$ cat src/rtl/mult_pkg.sv
// Shared constants and FSM state encoding for the sequential multiplier controller.
package mult_pkg;

  localparam int unsigned WIDTH      = 8;
  localparam int unsigned RUN_CYCLES = 8;

  typedef enum logic [2:0] {
    StIdle = 3'd0,
    StLoad = 3'd1,
    StRun  = 3'd2,
    StCapt = 3'd3,
    StHold = 3'd4
  } state_e;

  // Width of a counter able to reach n-1; never narrower than one bit.
  function automatic int unsigned cnt_width(input int unsigned n);
    return (n > 1) ? $clog2(n) : 1;
  endfunction

endpackage

$ cat src/rtl/op_fifo2.sv
// Two-entry operand-pair FIFO; full/empty come straight from the registered occupancy.
module op_fifo2 #(
  parameter int unsigned WIDTH = 8
) (
  input  logic             clk,
  input  logic             rst,
  input  logic             push,
  input  logic [WIDTH-1:0] push_a,
  input  logic [WIDTH-1:0] push_b,
  input  logic             pop,
  output logic             full,
  output logic             empty,
  output logic [WIDTH-1:0] head_a,
  output logic [WIDTH-1:0] head_b
);

  logic [WIDTH-1:0] mem_a [2];
  logic [WIDTH-1:0] mem_b [2];
  logic             wr_q, rd_q;
  logic [1:0]       count_q, count_d;
  logic             push_ok, pop_ok;

  assign full    = (count_q == 2'd2);
  assign empty   = (count_q == 2'd0);
  assign push_ok = push & ~full;
  assign pop_ok  = pop & ~empty;
  assign head_a  = mem_a[rd_q];
  assign head_b  = mem_b[rd_q];

  always_comb begin
    count_d = count_q;
    unique case ({push_ok, pop_ok})
      2'b10:   count_d = count_q + 2'd1;
      2'b01:   count_d = count_q - 2'd1;
      default: count_d = count_q;
    endcase
  end

  always_ff @(posedge clk) begin
    if (rst) begin
      wr_q    <= 1'b0;
      rd_q    <= 1'b0;
      count_q <= 2'd0;
    end else begin
      if (push_ok) wr_q <= ~wr_q;
      if (pop_ok)  rd_q <= ~rd_q;
      count_q <= count_d;
    end
  end

  // Storage needs no reset: occupancy alone decides what is valid.
  always_ff @(posedge clk) begin
    if (push_ok) begin
      mem_a[wr_q] <= push_a;
      mem_b[wr_q] <= push_b;
    end
  end

endmodule

$ cat src/rtl/seq_mult_ctrl.sv
// Controller sequencing an external multi-cycle multiplier: buffers operand pairs,
// steps the multiplier for RUN_CYCLES cycles and holds each product until taken.
module seq_mult_ctrl #(
  parameter int unsigned WIDTH      = mult_pkg::WIDTH,
  parameter int unsigned RUN_CYCLES = mult_pkg::RUN_CYCLES
) (
  input  logic               clk,
  input  logic               rst,
  input  logic               in_valid,
  output logic               in_ready,
  input  logic [WIDTH-1:0]   in_a,
  input  logic [WIDTH-1:0]   in_b,
  output logic               mul_en,
  output logic [WIDTH-1:0]   mul_a,
  output logic [WIDTH-1:0]   mul_b,
  input  logic [2*WIDTH-1:0] mul_c,
  output logic               out_valid,
  input  logic               out_ready,
  output logic [2*WIDTH-1:0] out_p
);

  import mult_pkg::*;

  localparam int unsigned     CntW    = cnt_width(RUN_CYCLES);
  localparam logic [CntW-1:0] CntLast = CntW'(RUN_CYCLES - 1);

  state_e             state_q, state_d;
  logic [CntW-1:0]    cnt_q, cnt_d;
  logic [WIDTH-1:0]   a_q, b_q;
  logic               out_valid_q;
  logic [2*WIDTH-1:0] out_p_q;

  logic               fifo_full, fifo_empty, fifo_push, fifo_pop;
  logic [WIDTH-1:0]   head_a, head_b;

  assign in_ready  = ~fifo_full;
  assign fifo_push = in_valid & ~fifo_full;

  op_fifo2 #(
    .WIDTH (WIDTH)
  ) u_op_fifo2 (
    .clk    (clk),
    .rst    (rst),
    .push   (fifo_push),
    .push_a (in_a),
    .push_b (in_b),
    .pop    (fifo_pop),
    .full   (fifo_full),
    .empty  (fifo_empty),
    .head_a (head_a),
    .head_b (head_b)
  );

  always_comb begin
    state_d  = state_q;
    cnt_d    = cnt_q;
    fifo_pop = 1'b0;
    unique case (state_q)
      StIdle: begin
        if (!fifo_empty) begin
          fifo_pop = 1'b1;
          state_d  = StLoad;
        end
      end
      StLoad: begin
        cnt_d   = '0;
        state_d = StRun;
      end
      StRun: begin
        cnt_d = cnt_q + CntW'(1);
        if (cnt_q == CntLast) state_d = StCapt;
      end
      StCapt: state_d = StHold;
      StHold: begin
        // Chain straight into the next operation when a pair is already waiting.
        if (out_ready) begin
          if (!fifo_empty) begin
            fifo_pop = 1'b1;
            state_d  = StLoad;
          end else begin
            state_d  = StIdle;
          end
        end
      end
      default: state_d = StIdle;
    endcase
  end

  always_ff @(posedge clk) begin
    if (rst) begin
      state_q <= StIdle;
      cnt_q   <= '0;
      a_q     <= '0;
      b_q     <= '0;
    end else begin
      state_q <= state_d;
      cnt_q   <= cnt_d;
      if (fifo_pop) begin
        a_q <= head_a;
        b_q <= head_b;
      end
    end
  end

  always_ff @(posedge clk) begin
    if (rst) begin
      out_valid_q <= 1'b0;
      out_p_q     <= '0;
    end else if (state_q == StCapt) begin
      out_valid_q <= 1'b1;
      out_p_q     <= mul_c;
    end else if (state_q == StHold && out_ready) begin
      out_valid_q <= 1'b0;
    end
  end

  assign mul_en    = (state_q == StRun) || (state_q == StCapt);
  assign mul_a     = a_q;
  assign mul_b     = b_q;
  assign out_valid = out_valid_q;
  assign out_p     = out_p_q;

endmodule

$ cat config.mk
export PLATFORM = sky130hd
export DESIGN_NAME = seq_mult_ctrl
export DESIGN_NICKNAME = d
export VERILOG_FILES = /design/src/rtl/mult_pkg.sv /design/src/rtl/op_fifo2.sv /design/src/rtl/seq_mult_ctrl.sv
export SDC_FILE = /design/constraint.sdc
export NUM_CORES = 1
export LEC_CHECK = 0
export ABC_CLOCK_PERIOD_IN_PS = 3200
export BUFFER_PORTS_ARGS = -buffer_cell sky130_fd_sc_hd__buf_2
export CELL_PAD_IN_SITES_DETAIL_PLACEMENT = 1
export CELL_PAD_IN_SITES_GLOBAL_PLACEMENT = 1
export CORE_MARGIN = 2
export CORE_UTILIZATION = 44
export CTS_BUF_LIST = sky130_fd_sc_hd__clkbuf_4 sky130_fd_sc_hd__clkbuf_8 sky130_fd_sc_hd__clkbuf_16
export DETAILED_ROUTE_END_ITERATION = 10
export PLACE_DENSITY_LB_ADDON = 0.1
export SYNTH_ARGS = -nofsm -noshare
export SYNTH_HDL_FRONTEND = slang
export SYNTH_SLANG_ARGS = --single-unit
$ cat constraint.sdc
create_clock -name clk -period 3.2 [get_ports clk]
set_input_delay 0.32 -clock clk [delete_from_list [all_inputs] [get_ports clk]]
set_output_delay 0.32 -clock clk [all_outputs]
set_load 0.005 [all_outputs]
==> results.py <==
metrics = {
    "place": {
        "dpl.cell_count": 372,
        "io_buffers": 70,
        "place_congestion": 0.721,
        "place_hpwl_um": 4060,
    },
    "worst_setup_path": {
        "timing.rr.start": "u_op_fifo2.count_q[0]",
        "start_kind": "flop",
        "crit_type": "flop to flop",
        "critical_path_buf_inv_count": 0,
        "cp.depth": 5,
        "cp_max_fo": 18,
        "cp_slowest_cell": "or2_1",
        "cpLargestDelayFamily": "simple AND/OR/NAND/NOR gates",
        "required_ns": 3.47,
        "end_kind": "flop",
        "cpPeakStageDelay_ns": 0.52,
        "worstPathCellList": "or2_1 -> and3_4 -> ha_1 -> or3_1 -> a21oi_1",
        "crit_path_start": "u_op_fifo2.count_q[0]",
        "ff2ff_path_depth": 5,
        "cp_data_arrival_time_ns": 2.59,
    },
    "logic_synthesis": {
        "synth_cell_type_count": 36,
        "synthArstFlopShare_pct": 0,
        "syn_inst": 244,
        "syn_avg_cell_area_um2": 12.0,
        "ys.flop_type": "dfxtp_1",
        "ys_ff_latch": 75,
        "yosysSeqAreaShare_pct": 62.0,
        "netlist_area_um2": 2940,
        "syn_nets": 283,
        "ys_warn_count": 0,
        "synth-edff-count": 32,
    },
    "cts": {
        "clk_pin_slew_ns": 0.08,
        "cts_root_buffer": "clkbuf_8",
        "numCtsBuffers": 9,
        "post_cts_resized": 0,
        "clock_latency_ns": 0.35,
        "hold_buffers": 0,
        "cts_tree": "done",
        "clock_sinks": 75,
        "post_cts_buffers": 0,
        "max-clock-path-buffers": 2,
        "htreeDepth": 3,
    },
    "power_and_ir_drop": {
        "seq_power_share_pct": 46.7,
        "p_leak_nw": 1.34,
        "switchingPower_w": 0.000942,
        "ir_worst_vdd_mv": 0.393,
        "p_int_w": 0.00204,
        "p_comb_share_pct": 27.3,
        "power-per-cell-area_nw_per_um2": 859,
        "clockPowerShare_pct": 26.0,
        "switching_share_pct": 31.6,
    },
    "finish": {
        "nFillCells": 707,
        "most-common-layout-cells": "buf_2, dfxtp_1, nand2_1",
        "insertedDiodeCount": 0,
        "multi_input_area_um2": 971,
        "drive_above_1_share_pct": 31.6,
        "post-route-util_pct": 54.4,
        "final_nets": 345,
        "final-seq-area_um2": 1820,
        "layout_commonest_cell": "buf_2",
        "layout.cells.non_filler": 387,
        "areaGrowthSynthToFinish_pct": 18.2,
    },
    "sta": {
        "fmax_ghz": 0.430,
        "rsz0062_at_grt": "no",
        "slew_headroom_pct": 29.4,
        "skew_ns": 0.00829,
        "slew_viol_final": 0,
        "finalCritPeriodShare_pct": 72.6,
        "hold_violations": 0,
        "fin_crit_ns": 2.32,
        "fin_tns_setup_ns": 0,
        "worstMarginPinSlew_ns": 1.06,
        "setup-violations-final": 0,
    },
    "floorplan": {
        "die_h_um": 85.7,
        "core_um2": 6390,
        "ios": 71,
        "die_w_um": 85.7,
        "initial_core_util_pct": 46.0,
        "dieArea_um2": 7340,
        "row_count": 29,
    },
    "outcome": {
        "outcome": "complete, no violations",
    },
    "global_route": {
        "grt_pass1_wl_um": 10000,
        "gr-usage-all-layers_pct": 17.9,
        "grt-ovfl-total": 0,
        "antenna_found_initial": 0,
        "grt_pass1_vias": 2078,
        "grt_max_degree": 46,
    },
    "routing": {
        "drc_errors": 0,
        "viasPerCell": 5.29,
        "drtIter0Drc": 105,
        "antenna_left": 0,
        "finalWirelength_um": 6200,
        "vias": 2048,
        "post_drt_wl_per_cell_um": 16.0,
        "detail_route.first_pass.iterations": 4,
    },
    "worst_hold_path": {
        "min-delay-path-class": "primary input to flop",
        "hold_depth": 1,
        "min_from": "in_b[3]",
    },
    "job": {
        "cap_violations": 0,
    },
}
==> power groups by stage <==
stage	combinational, W	sequential [W]	clock [W]
floorplan	0.000679	0.00132	0
global placement	0.000796	0.00141	0
detailed placement	0.000826	0.00142	0
CTS	0.000827	0.00140	0.000797
global route	0.000904	0.00143	0.000836
finish	0.000814	0.00139	0.000776
==> state kept, by name (all words and copies together) (netlist names) <==
name,cells
cnt_q,3
mul_b,8
u_op_fifo2.rd_q,1
u_op_fifo2.mem_b,16
mul_a,8
out_p,16
u_op_fifo2.mem_a,16
u_op_fifo2.count_q,2
state_q,3
out_valid,1
u_op_fifo2.wr_q,1
==> synth_stat cells, types with 2 or more instances <==
library cell	instances	area share, %
a211oi_1	7	1.8
inv_1	2	0.26
nand2_1	35	4.5
nor3_1	2	0.34
a21oi_1	23	3.9
edfxtp_1	32	33
nor4bb_1	2	0.68
buf_6	3	1.2
a31oi_1	16	3.4
dfxtp_1	43	29
a211oi_2	9	3.8
nand2b_1	2	0.43
clkbuf_1	6	0.77
mux2i_1	17	5.8
buf_2	9	1.5
o31ai_1	2	0.51
nor2b_1	3	0.64
nor2_1	6	0.77
nand3b_1	4	1.0
buf_4	2	0.51
ha_1	3	1.3
xnor2_1	2	0.60
==> worst register-to-register path: cells and delay by family (launching register included) <==
| family | cells | cell delay, ns |
|---|---|---|
| AOI/OAI and AO/OA | 1 | 0.15 |
| adders and majority gates | 1 | 0.32 |
| and+or+nand+nor | 3 | 1.38 |
| DFF | 1 | 0.41 |
==> layout make-up <==
class | instances | area share (%)
clock buffer | 10 | 3.78
clock inverter | 5 | 2.27
inverter | 2 | 0.216
multi-input combinational | 146 | 28.0
sequential | 75 | 52.5
tap | 77 | 2.77
timing repair buffer | 72 | 10.5
==> path summary, 6_finish.rpt <==
| kind | to | slack, ns |
|---|---|---|
| setup / recovery | u_op_fifo2.count_q[1] | 0.88 |
| hold / removal | u_op_fifo2.mem_b[1][3] | 0.15 |
| setup reg to reg | u_op_fifo2.count_q[1] | 0.88 |
| hold reg to reg | out_p[14] | 0.46 |
==> logic make-up after synthesis <==
kind of cell	share of synthesized area, %
DFF	62.0
AOI/OAI and AO/OA	14.8
and+or+nand+nor	9.89
buffers and inverters	4.90
muxes	6.18
xor gates and xnor gates	0.895
adders and majority gates	1.28
==> through the flow <==
stage	worst slack, ns	area [µm²]	hold WS [ns]	power (W)
3_3_place_gp	0.972	3260	0.439	0.00221
5_1_grt	0.742	3470	0.143	0.00317
3_5_place_dp	0.896	3260	0.447	0.00224
4_1_cts	0.866	3470	0.139	0.00302
6_report	0.877	3470	0.154	0.00298
2_1_floorplan	1.28	2940	0.419	0.00200
==> metal layers <==
| metal | GRT usage (%) | vias to the layer above | wire, µm |
|---|---|---|---|
| li1 | - | 1012 | - |
| met1 | 23.3 | 983 | 2860 |
| met2 | 27.9 | 39 | 2950 |
| met3 | 4.04 | 14 | 251 |
| met4 | 9.52 | 0 | 145 |
| met5 | 0 | - | 0 |
Note: power is estimated with default switching activity, not from simulation.
